**src/rtl/dg_pkg.sv**
```systemverilog
// Shared constants for the command-fetch arbiter: default geometry and the
// width/limit of the per-port grant counters.
package dg_pkg;

    localparam int DG_N_PORT = 4;
    localparam int DG_DATA_W = 32;
    localparam int DG_ADDR_W = 10;
    localparam int DG_CNT_W  = 16;

    typedef logic [DG_CNT_W-1:0] cnt_t;

    localparam cnt_t DG_CNT_MAX = '1;

endpackage

```
**src/rtl/dg_cmd_arb_if.sv**
```systemverilog
// Bundle of the requester-side and SRAM-side signals of the command arbiter.
// The arbiter connects through the slave modport; whoever drives requests and
// models the SRAM uses the master modport.
interface dg_cmd_arb_if
    import dg_pkg::*;
#(
    parameter int N_PORT = DG_N_PORT,
    parameter int DATA_W = DG_DATA_W,
    parameter int ADDR_W = DG_ADDR_W
);

    logic                       i_en;
    logic [N_PORT-1:0]          i_req;
    logic [N_PORT*ADDR_W-1:0]   i_addr;
    logic [N_PORT-1:0]          o_gnt;
    logic [N_PORT-1:0]          o_rvld;
    logic [DATA_W-1:0]          o_rdata;
    logic                       o_sram_rden;
    logic [ADDR_W-1:0]          o_sram_addr;
    logic [DATA_W-1:0]          i_sram_data;
    logic [N_PORT*DG_CNT_W-1:0] o_gnt_cnt;

    modport slave (
        input  i_en, i_req, i_addr, i_sram_data,
        output o_gnt, o_rvld, o_rdata, o_sram_rden, o_sram_addr, o_gnt_cnt
    );

    modport master (
        output i_en, i_req, i_addr, i_sram_data,
        input  o_gnt, o_rvld, o_rdata, o_sram_rden, o_sram_addr, o_gnt_cnt
    );

endinterface

```
**src/rtl/dg_rr_pick.sv**
```systemverilog
// Combinational round-robin picker: scans the eligible vector starting at the
// pointer and wrapping, returning the first hit as a one-hot winner.
module dg_rr_pick #(
    parameter int N_PORT = 4,
    parameter int PTR_W  = 2
) (
    input  logic [N_PORT-1:0] i_elig,
    input  logic [PTR_W-1:0]  i_ptr,
    output logic [N_PORT-1:0] o_win,
    output logic              o_vld
);

    // Walk the ports in priority order ptr, ptr+1, ... and keep the first eligible one
    always_comb begin
        int idx;
        idx   = 0;
        o_win = '0;
        o_vld = 1'b0;
        for (int i = 0; i < N_PORT; i++) begin
            idx = int'(i_ptr) + i;
            if (idx >= N_PORT) begin
                idx = idx - N_PORT;
            end
            if (!o_vld && i_elig[idx]) begin
                o_win[idx] = 1'b1;
                o_vld      = 1'b1;
            end
        end
    end

endmodule

```
**src/rtl/dg_cmd_arb.sv**
```systemverilog
// Round-robin arbiter letting several command-fetch requesters share one
// single-cycle-latency command SRAM. A grant issues the SRAM read, the port ID
// then rides a two-stage pipeline so the returned word is tagged with its
// owner. A port stays busy while its read is in flight.
module dg_cmd_arb
    import dg_pkg::*;
#(
    parameter int N_PORT = DG_N_PORT,
    parameter int DATA_W = DG_DATA_W,
    parameter int ADDR_W = DG_ADDR_W
) (
    input  logic         clk,
    input  logic         rst,
    dg_cmd_arb_if.slave  bus
);

    localparam int PTR_W = (N_PORT > 1) ? $clog2(N_PORT) : 1;

    logic [PTR_W-1:0]                 ptr_q, ptr_d;
    logic [N_PORT-1:0]                pid1_q, pid1_d;
    logic [N_PORT-1:0]                pid2_q, pid2_d;
    logic [N_PORT-1:0]                rvld_q, rvld_d;
    logic [DATA_W-1:0]                rdata_q, rdata_d;
    logic                             rden_q, rden_d;
    logic [ADDR_W-1:0]                addr_q, addr_d;
    logic [N_PORT-1:0][DG_CNT_W-1:0]  cnt_q, cnt_d;

    logic [N_PORT-1:0]                busy;
    logic [N_PORT-1:0]                eligible;
    logic [N_PORT-1:0]                win_oh;
    logic                             win_vld;
    logic [PTR_W-1:0]                 win_idx;
    logic [ADDR_W-1:0]                win_addr;

    // A port is busy from its grant cycle until its data-valid cycle
    always_comb begin
        busy     = pid1_q | pid2_q;
        eligible = bus.i_req & ~busy & {N_PORT{bus.i_en}};
    end

    dg_rr_pick #(
        .N_PORT (N_PORT),
        .PTR_W  (PTR_W)
    ) u_pick (
        .i_elig (eligible),
        .i_ptr  (ptr_q),
        .o_win  (win_oh),
        .o_vld  (win_vld)
    );

    // Turn the one-hot winner into an index and select its address
    always_comb begin
        win_idx  = '0;
        win_addr = '0;
        for (int k = 0; k < N_PORT; k++) begin
            if (win_oh[k]) begin
                win_idx  = PTR_W'(k);
                win_addr = bus.i_addr[k*ADDR_W +: ADDR_W];
            end
        end
    end

    // Next-state: issue the read, advance the port-ID pipeline, capture data, count grants
    always_comb begin
        ptr_d   = ptr_q;
        pid1_d  = win_oh;
        pid2_d  = pid1_q;
        rvld_d  = pid2_q;
        rdata_d = rdata_q;
        rden_d  = win_vld;
        addr_d  = addr_q;
        cnt_d   = cnt_q;
        if (win_vld) begin
            addr_d = win_addr;
            if (win_idx == PTR_W'(N_PORT - 1)) begin
                ptr_d = '0;
            end else begin
                ptr_d = win_idx + PTR_W'(1);
            end
        end
        if (|pid2_q) begin
            rdata_d = bus.i_sram_data;
        end
        for (int k = 0; k < N_PORT; k++) begin
            if (pid1_q[k] && (cnt_q[k] != DG_CNT_MAX)) begin
                cnt_d[k] = cnt_q[k] + DG_CNT_W'(1);
            end
        end
    end

    // State registers; reset also drops any reads still in the pipeline
    always_ff @(posedge clk) begin
        if (rst) begin
            ptr_q   <= '0;
            pid1_q  <= '0;
            pid2_q  <= '0;
            rvld_q  <= '0;
            rdata_q <= '0;
            rden_q  <= 1'b0;
            addr_q  <= '0;
            cnt_q   <= '0;
        end else begin
            ptr_q   <= ptr_d;
            pid1_q  <= pid1_d;
            pid2_q  <= pid2_d;
            rvld_q  <= rvld_d;
            rdata_q <= rdata_d;
            rden_q  <= rden_d;
            addr_q  <= addr_d;
            cnt_q   <= cnt_d;
        end
    end

    assign bus.o_gnt       = pid1_q;
    assign bus.o_rvld      = rvld_q;
    assign bus.o_rdata     = rdata_q;
    assign bus.o_sram_rden = rden_q;
    assign bus.o_sram_addr = addr_q;
    assign bus.o_gnt_cnt   = cnt_q;

endmodule

```
**src/flat_wrapper.sv**
```systemverilog
// flat-port wrapper written by rule: the top's interface ports become plain ports
module dg_cmd_arb_flat import dg_pkg::*;
#(
    parameter int N_PORT = DG_N_PORT,
    parameter int DATA_W = DG_DATA_W,
    parameter int ADDR_W = DG_ADDR_W
)
  (clk, rst, bus_i_en, bus_i_req, bus_i_addr, bus_i_sram_data, bus_o_gnt, bus_o_rvld, bus_o_rdata, bus_o_sram_rden, bus_o_sram_addr, bus_o_gnt_cnt);
  dg_cmd_arb_if #(.N_PORT(N_PORT), .DATA_W(DATA_W), .ADDR_W(ADDR_W)) bus_i ();
  input  logic clk;
  input  logic rst;
  input wire logic [$bits(bus_i.i_en)-1:0] bus_i_en;
  input wire logic [$bits(bus_i.i_req)-1:0] bus_i_req;
  input wire logic [$bits(bus_i.i_addr)-1:0] bus_i_addr;
  input wire logic [$bits(bus_i.i_sram_data)-1:0] bus_i_sram_data;
  output wire logic [$bits(bus_i.o_gnt)-1:0] bus_o_gnt;
  output wire logic [$bits(bus_i.o_rvld)-1:0] bus_o_rvld;
  output wire logic [$bits(bus_i.o_rdata)-1:0] bus_o_rdata;
  output wire logic [$bits(bus_i.o_sram_rden)-1:0] bus_o_sram_rden;
  output wire logic [$bits(bus_i.o_sram_addr)-1:0] bus_o_sram_addr;
  output wire logic [$bits(bus_i.o_gnt_cnt)-1:0] bus_o_gnt_cnt;
  assign bus_i.i_en = bus_i_en;
  assign bus_i.i_req = bus_i_req;
  assign bus_i.i_addr = bus_i_addr;
  assign bus_i.i_sram_data = bus_i_sram_data;
  assign bus_o_gnt = bus_i.o_gnt;
  assign bus_o_rvld = bus_i.o_rvld;
  assign bus_o_rdata = bus_i.o_rdata;
  assign bus_o_sram_rden = bus_i.o_sram_rden;
  assign bus_o_sram_addr = bus_i.o_sram_addr;
  assign bus_o_gnt_cnt = bus_i.o_gnt_cnt;
  dg_cmd_arb #(.N_PORT(N_PORT), .DATA_W(DATA_W), .ADDR_W(ADDR_W)) u_core (.clk(clk), .rst(rst), .bus(bus_i));
endmodule
```
**config.mk**
```make
export PLATFORM = sky130hd
export DESIGN_NAME = dg_cmd_arb_flat
export DESIGN_NICKNAME = d
export VERILOG_FILES = /design/src/rtl/dg_pkg.sv /design/src/rtl/dg_cmd_arb_if.sv /design/src/rtl/dg_rr_pick.sv /design/src/rtl/dg_cmd_arb.sv /design/src/flat_wrapper.sv
export SDC_FILE = /design/constraint.sdc
export NUM_CORES = 1
export LEC_CHECK = 0
export BUFFER_PORTS_ARGS = -buffer_cell sky130_fd_sc_hd__buf_2
export CORE_ASPECT_RATIO = 0.5
export CORE_MARGIN = 8
export CORE_UTILIZATION = 45
export DETAILED_ROUTE_END_ITERATION = 6
export PLACE_DENSITY = 0.75
export SYNTH_ARGS = -nofsm -noshare
export SYNTH_HDL_FRONTEND = slang
export SYNTH_SLANG_ARGS = --single-unit
```
**constraint.sdc**
```tcl
create_clock -name clk -period 3.3 [get_ports clk]
set_input_delay 0.495 -clock clk [delete_from_list [all_inputs] [get_ports clk]]
set_output_delay 0.495 -clock clk [all_outputs]
set_load 0.01 [all_outputs]
```
==> summary.txt, run 1 <==
Outcome: complete, no violations
EDFF count, synth: 0
Die Y: 93.89 um
Largest net degree at the start of global routing: 60
Hold path start: bus_i_sram_data[12]
CP Cell Sequence: inv_1 -> ha_1 -> mux4_2 -> and4_1 -> o31ai_4 -> nand3_2 -> o2111a_1 -> o21ai_1
Total negative slack: 0 ps
Avg WL per Cell: 14.83 um
CTS root buffer: clkbuf_16
Post-CTS Resized: 0
Compound-Gate Fraction of Synth Area: 11.48%
Crit path launch type: register
Post-CTS setup buffer count: 0
N_diodes: 0
Area leader, netlist: dfxtp_1
Max Cap Viol: 0
#FFs+latches synth: 121
Core region area: 0.01184 mm2
Initial antenna violation count: 0
# H-tree levels: 4
Syn Nets: 733
Post-synthesis simple-gate area fraction: 26.17%
P&R area growth vs syn: 31.99%
DRC: 0
Maximum root-to-sink buffer count: 2
Synth Area in Adders: 2.750%
Cell variety after synth: 43
Fraction of layout cells with a size suffix above 1: 28.93%
PortBufs: 193
Ys flop type: dfxtp_1
Synth Area in XOR/XNOR: 7.860%
CTS Buf Count: 17
Initial DRC count: 270
Largest family of logic cells by synthesized area: simple AND/OR/NAND/NOR gates
Syn Inst Count: 642
Post-synthesis async set-or-reset flop share: 0%
Via count: 5194
Arrival @ worst endpoint: 3110 ps
PnR worst setup slack: 515.8 ps
Max stage delay on crit path: 610 ps
Pwr Density: 767.7 mW/mm2
Worst setup path class: reg -> reg
Row count: 28
Vias per cell: 5.132
Net count reported at finish: 926
Crit Path Max Fanout: 10
CP max-delay cell: mux4_2
Period minus WS final: 2784 ps
Die W: 171.8 um
Worst R2R Start: u_core.ptr_q[0]$_SDFFE_PP0P_
First-pass GRT wire length: 23.90 mm
Post-DRT Antenna Nets: 0
GRT Total Usage: 18.05%
Dominant cells by area after synthesis: dfxtp_1, nand2_1, nor2_1
Clk_skew: 9.173 ps
Crit. End Element: register
Setup violations, final: 0
Clock Sinks: 121
Final wirelength: 15.01 mm
Fin crit share: 84.37%
Max Clock Freq: 359.2 MHz
Clock-pin slew of the registers on the worst-case setup and hold paths: 50 ps
Hold Path Class: in -> reg
Syn_area_per_cell: 8.505 um2
Slew @ Worst Pin: 1057 ps
Slew Viols, Final: 0
Syn. warnings: 0
Hold buffers post-CTS: 0
Grt total ovfl: 0
Critical Path Start: u_core.ptr_q[0]$_SDFFE_PP0P_
Number of global-route vias before repair: 4970
DR pass1 iterations: 5
Leakage: 3.168 nW
Total power: 5.533 mW
Detailed placement HPWL: 10.98 mm
RSZ-0062 raised after global routing: no
Post-synthesis mux area share: 3.689%
Layout Utilization: 60.86%
Post-synthesis sequential area ratio: 44.36%
Synthesized cell area: 0.005460 mm2
CP Data Required Time: 3630 ps
TritonCTS clock tree: done
Relative slew slack: 29.55%
IO Count: 194
Clock Latency Late Sink: 400 ps
Max IR drop VDD: 432.0 uV
Routability congestion estimate from global placement: 0.8077
Die area: 0.01613 mm2
Hold Fails Final Rpt: 0
Initial core utilization: 46.11%
Post-place setup slack: 536.7 ps
Yosys top cell area share: 44.36%
## cells in the mapped netlist, drive strengths merged, types with 4 or more instances
library cell,number
a21oi,45
and3,9
and4,5
and4bb,4
clkbuf,26
dfxtp,121
ha,12
inv,25
mux2i,4
mux4,7
nand2,105
nand2b,4
nand3,37
nand4,16
nand4bb,4
nor2,75
nor2b,8
nor3,9
o2111a,10
o21ai,31
or3,10
xnor2,23
xor2,26
## where the power goes
group | leakage, nW | switching, mW | internal [mW]
Clock | 0.299 | 0.634 | 1.26
Sequential | 0.982 | 0.139 | 1.68
Combinational | 1.89 | 1.07 | 0.748
## critical path: cells and delay by family, from the launching register on
family / cells / cell delay, ps
AND/OR/NAND/NOR: 2 / 540
multiplexers: 1 / 610
buffers and inverters: 1 / 130
AO/OA/AOI/OAI: 3 / 700
adder cells (fa/ha/maj): 1 / 410
flip-flops: 1 / 320
## cells by family (layout without fill, tap and decap cells)
group	Yosys count	count (layout)
buffers and inverters	53	258
xor gates and xnor gates	49	49
adders and majority gates	12	12
AOI/OAI and AO/OA	98	98
muxes	11	11
and+or+nand+nor	298	298
DFF	121	121
## worst paths after layout
path / to / slack [ps] / cells past startpoint
min reg2reg: u_core.bus.o_sram_addr[1]$_SDFFE_PP0P_ / 450 / 2
max reg2reg: u_core.bus.o_sram_addr[4]$_SDFFE_PP0P_ / 520 / 8
max: u_core.bus.o_sram_addr[4]$_SDFFE_PP0P_ / 520 / 8
min: u_core.bus.o_rdata[12]$_SDFFE_PP0P_ / 340 / 3
## stage by stage
stage	hold WS, ps	cells	cell area [um2]
finish	335.2	1012	7207
global placement	435.1	981	6601
floorplan	470.4	642	5460
CTS	313.4	1012	7207
detailed placement	437.9	981	6601
global route	324.5	1012	7207
## per-layer routing
layer / vias up / track usage, % / share of wire, %
li1: 2592 / - / -
met1: 2428 / 20.86 / 43
met2: 153 / 31.69 / 49
met3: 21 / 4.654 / 6.6
met4: 0 / 7.341 / 1.7
met5: - / 0 / 0
## state kept, by name, indices dropped and copies added, names as in the netlist
name / count
u_core.pid2_q: 4
u_core.bus.o_rvld: 4
u_core.bus.o_sram_rden: 1
u_core.bus.o_rdata: 32
u_core.bus.o_gnt_cnt: 64
u_core.ptr_q: 2
u_core.bus.o_sram_addr: 10
u_core.bus.o_gnt: 4
## cells in the final DEF (no fill, tap or decap), drive strengths merged, types with 5 or more instances in the layout
| master | n |
|---|---|
| a21oi | 45 |
| and3 | 9 |
| and4 | 5 |
| buf | 202 |
| clkbuf | 23 |
| dfxtp | 121 |
| ha | 12 |
| inv | 25 |
| mux4 | 7 |
| nand2 | 105 |
| nand3 | 37 |
| nand4 | 16 |
| nor2 | 75 |
| nor2b | 8 |
| nor3 | 9 |
| o2111a | 10 |
| o21ai | 31 |
| or3 | 10 |
| xnor2 | 23 |
| xor2 | 26 |
## final cells by class
cell class / instances / area, um2
timing repair buffer: 202 / 1036
inverter: 25 / 93.84
fill: 1074 / 4634
clock inverter: 8 / 117.6
multi-input combinational: 468 / 2843
sequential: 121 / 2422
clock buffer: 23 / 488.0
tap: 165 / 206.4
(Power assumes the default switching activity.)
==> inputs of run 2 (changes only) <==
ABC_AREA = 1   (was default)
PLACE_DENSITY = 0.78   (was 0.75)
clock period = 2.32 ns   (was 3.3 ns; I/O delays follow)
==> run 2 against run 1 <==
  * Global-route usage rose by 0.80 points
  * Critical path type unchanged
  * First-iteration DRC count is 22% higher
  * Clock skew increased by 2.9 ps
  * Total power up 59%
  * Synthesized cell count up 25%
  * Hold slack got worse by 140 ps
  * Synthesized area is 5.1% higher
  * Cell area up 5.5%
  * Sequential power up 48%
  * Largest cell class unchanged
==> summary.txt, run 2 <==
Post-synthesis sequential area ratio: 42.21% (was 44.36%)
Post-place setup slack: 101.7 ps (was 536.7 ps)
Layout Utilization: 60.56% (was 60.86%)
Relative slew slack: 33.92% (was 29.55%)
Flop2flop setup slack: 140 ps (was 520 ps)
Hold path start: bus_i_sram_data[25] (was bus_i_sram_data[12])
Syn_area_per_cell: 7.130 um2 (was 8.505 um2)
Arrival @ worst endpoint: 2460 ps (was 3110 ps)
Largest net degree at the start of global routing: 77 (was 60)
Clock Sinks: 121 (unchanged)
PortBufs: 193 (unchanged)
Cell variety after synth: 36 (was 43)
RSZ-0062 raised after global routing: yes (was no)
Avg WL per Cell: 13.68 um (was 14.83 um)
Worst r2r path cells: 15 (was 8)
Leakage: 3.426 nW (was 3.168 nW)
Max Cap Viol: 0 (unchanged)
CTS root buffer: clkbuf_16 (unchanged)
Hold Fails Final Rpt: 0 (unchanged)
Die W: 175.7 um (was 171.8 um)
Synthesized cell area: 0.005739 mm2 (was 0.005460 mm2)
Setup violations, final: 0 (unchanged)
Core region area: 0.01255 mm2 (was 0.01184 mm2)
Max stage delay on crit path: 340 ps (was 610 ps)
Max Clock Freq: 458.1 MHz (was 359.2 MHz)
Outcome: complete, no violations (unchanged)
Placed cell area: 0.006922 mm2 (was 0.006601 mm2)
TritonCTS clock tree: done (unchanged)
CP Cell Sequence: inv_2 -> ha_1 -> inv_1 -> nand3_1 -> nand2_1 -> nand2_4 -> nor2_4 -> nand2_1 -> inv_1 -> nand2_1 -> nand2_2 -> inv_2 -> or2_2 -> nand2_1 -> a21oi_2 (was inv_1 -> ha_1 -> mux4_2 -> and4_1 -> o31ai_4 -> nand3_2 -> o2111a_1 -> o21ai_1)
Post-synthesis async set-or-reset flop share: 0% (unchanged)
Hold WS: 194.8 ps (was 335.2 ps)
Most frequent CP cell: nand2_1
Routability congestion estimate from global placement: 0.8758 (was 0.8077)
Max IR drop VDD: 674.8 uV (was 432.0 uV)
Syn. warnings: 0 (unchanged)
Fraction of layout cells with a size suffix above 1: 29.13% (was 28.93%)
Hold endpoint: u_core.bus.o_rdata[25]$_SDFFE_PP0P_ (was u_core.bus.o_rdata[12]$_SDFFE_PP0P_)
Clock-pin slew of the registers on the worst-case setup and hold paths: 60 ps (was 50 ps)
Die Y: 95.86 um (was 93.89 um)
Initial antenna violation count: 0 (unchanged)
Syn Nets: 896 (was 733)
Crit. End Element: register (unchanged)
CTS Buf Count: 17 (unchanged)
Worst setup path class: reg -> reg (unchanged)
Maximum root-to-sink buffer count: 2 (unchanged)
Slew Viols, Final: 0 (unchanged)
Clock Latency Late Sink: 410 ps (was 400 ps)
EDFF count, synth: 0 (unchanged)
Period minus WS final: 2183 ps (was 2784 ps)
Pwr Density: 1158 mW/mm2 (was 767.7 mW/mm2)
Initial core utilization: 45.71% (was 46.11%)
Vias per cell: 5.023 (was 5.132)
Clk_skew: 12.05 ps (was 9.173 ps)
PnR worst setup slack: 137.1 ps (was 515.8 ps)
Dominant cells by area after synthesis: dfxtp_1, nor2_1, nand2_1 (was dfxtp_1, nand2_1, nor2_1)
Number of global-route vias before repair: 5820 (was 4970)
Hold buffers post-CTS: 0 (unchanged)
Commonest non-fill, non-tap cells in the layout: buf_2, nor2_1, dfxtp_1 (was buf_2, dfxtp_1, nand2_1)
Synth top cells by count: nor2_1, dfxtp_1, nand2_1 (was dfxtp_1, nand2_1, nor2_1)
Worst R2R Start: u_core.ptr_q[0]$_SDFFE_PP0P_ (unchanged)
# H-tree levels: 4 (unchanged)
Final wirelength: 16.32 mm (was 15.01 mm)
Grt total ovfl: 0 (unchanged)
Most frequent cell after synthesis: nor2_1 (was dfxtp_1)
CP Data Required Time: 2590 ps (was 3630 ps)
Die area: 0.01684 mm2 (was 0.01613 mm2)
DRC: 0 (unchanged)
Reg-to-Reg End: u_core.bus.o_sram_addr[8]$_SDFFE_PP0P_ (was u_core.bus.o_sram_addr[4]$_SDFFE_PP0P_)
First-pass GRT wire length: 26.59 mm (was 23.90 mm)
Crit path launch type: register (unchanged)
Max FFs per register: 64 (unchanged)
Initial DRC count: 329 (was 270)
Cell count of the worst hold path: 3 (unchanged)
Fin crit share: 94.09% (was 84.37%)
Slew @ Worst Pin: 990.2 ps (was 1057 ps)
Detailed placement HPWL: 12.18 mm (was 10.98 mm)
N_diodes: 0 (unchanged)
Post-DRT Antenna Nets: 0 (unchanged)
DR pass1 iterations: 4 (was 5)
Ys flop type: dfxtp_1 (unchanged)
IO Count: 194 (unchanged)
Hold Path Class: in -> reg (unchanged)
Net count reported at finish: 1101 (was 926)
Via count: 5992 (was 5194)
Area leader, netlist: dfxtp_1 (unchanged)
#FFs+latches synth: 121 (unchanged)
Cell area after layout: 0.007604 mm2 (was 0.007207 mm2)
Total power: 8.802 mW (was 5.533 mW)
Syn Inst Count: 805 (was 642)
Crit Path Max Fanout: 12 (was 10)
P&R area growth vs syn: 32.48% (was 31.99%)
GRT Total Usage: 18.85% (was 18.05%)
Most common cell after layout, fill and taps aside: buf_2 (unchanged)
Row count: 29 (was 28)
CP max-delay cell: dfxtp_1 (was mux4_2)
Yosys top cell area share: 42.21% (was 44.36%)
[run 2: metrics by stage]
| step | TNS, ps | std cells |
|---|---|---|
| finish | 0 | 1193 |
| global route | -10.84 | 1193 |
| CTS | 0 | 1191 |
| detailed placement | 0 | 1159 |
| global placement | 0 | 1159 |
| floorplan | 0 | 805 |
[run 2: what timing repair did]
action	4_1_cts	5_1_grt
setup buffers	0	1
setup endpoints to repair	0	14
resized for setup	0	7
[run 2: critical path, delay by kind of cell, from the launching register on]
kind,cells,cell delay [ps]
AND/OR/NAND/NOR,9,990
flip-flops,1,340
adder cells (fa/ha/maj),1,340
buffers and inverters,4,330
AO/OA/AOI/OAI,1,50
[run 2: worst max-delay path by stage]
| stage | startpoint | endpoint | slack [ps] | cells after the start |
|---|---|---|---|---|
| 6_report | u_core.ptr_q[0]$_SDFFE_PP0P_ | u_core.bus.o_sram_addr[8]$_SDFFE_PP0P_ | 140 | 15 |
| 5_1_grt | u_core.ptr_q[0]$_SDFFE_PP0P_ | u_core.bus.o_sram_addr[3]$_SDFFE_PP0P_ | -7 | 14 |
| 4_1_cts | u_core.ptr_q[0]$_SDFFE_PP0P_ | u_core.bus.o_sram_addr[6]$_SDFFE_PP0P_ | 90 | 14 |
| 3_5_place_dp | u_core.ptr_q[0]$_SDFFE_PP0P_ | u_core.bus.o_sram_addr[6]$_SDFFE_PP0P_ | 100 | 14 |
| 2_1_floorplan | u_core.ptr_q[1]$_SDFFE_PP0P_ | u_core.bus.o_sram_addr[0]$_SDFFE_PP0P_ | 100 | 15 |
| 3_3_place_gp | u_core.pid2_q[3]$_SDFF_PP0_ | u_core.bus.o_sram_addr[9]$_SDFFE_PP0P_ | 190 | 13 |
[run 2: routing by layer]
metal	vias up	GRT usage (%)	wire length [um]
li1	3047	-	-
met1	2736	20.88	6887
met2	183	35.63	8233
met3	26	4.503	941
met4	0	6.377	255
met5	-	0	0
[run 2: final cells by class]
| type | count | area, um2 |
|---|---|---|
| fillers | 1138 | 4951 |
| multi-input cells | 567 | 2879 |
| flip-flops and latches | 121 | 2424 |
| repair buffers | 210 | 1106 |
| clock buffers | 18 | 429.2 |
| inverters | 93 | 349.1 |
| well taps | 170 | 212.7 |
| clock inverters | 14 | 203.9 |
[run 2: logic make-up after synthesis]
group	count (synthesis)	synth area share, %
adder cells (fa/ha/maj)	12	2.616
XOR/XNOR	4	0.6105
AO/OA/AOI/OAI	149	13.97
flip-flops	121	42.21
buffers and inverters	118	8.219
AND/OR/NAND/NOR	401	32.37
[run 2: report_power, final]
group	internal [mW]	leakage [nW]	switching [mW]
Combinational	1.26	2.13	2.02
Clock	1.89	0.309	0.926
Sequential	2.48	0.983	0.220
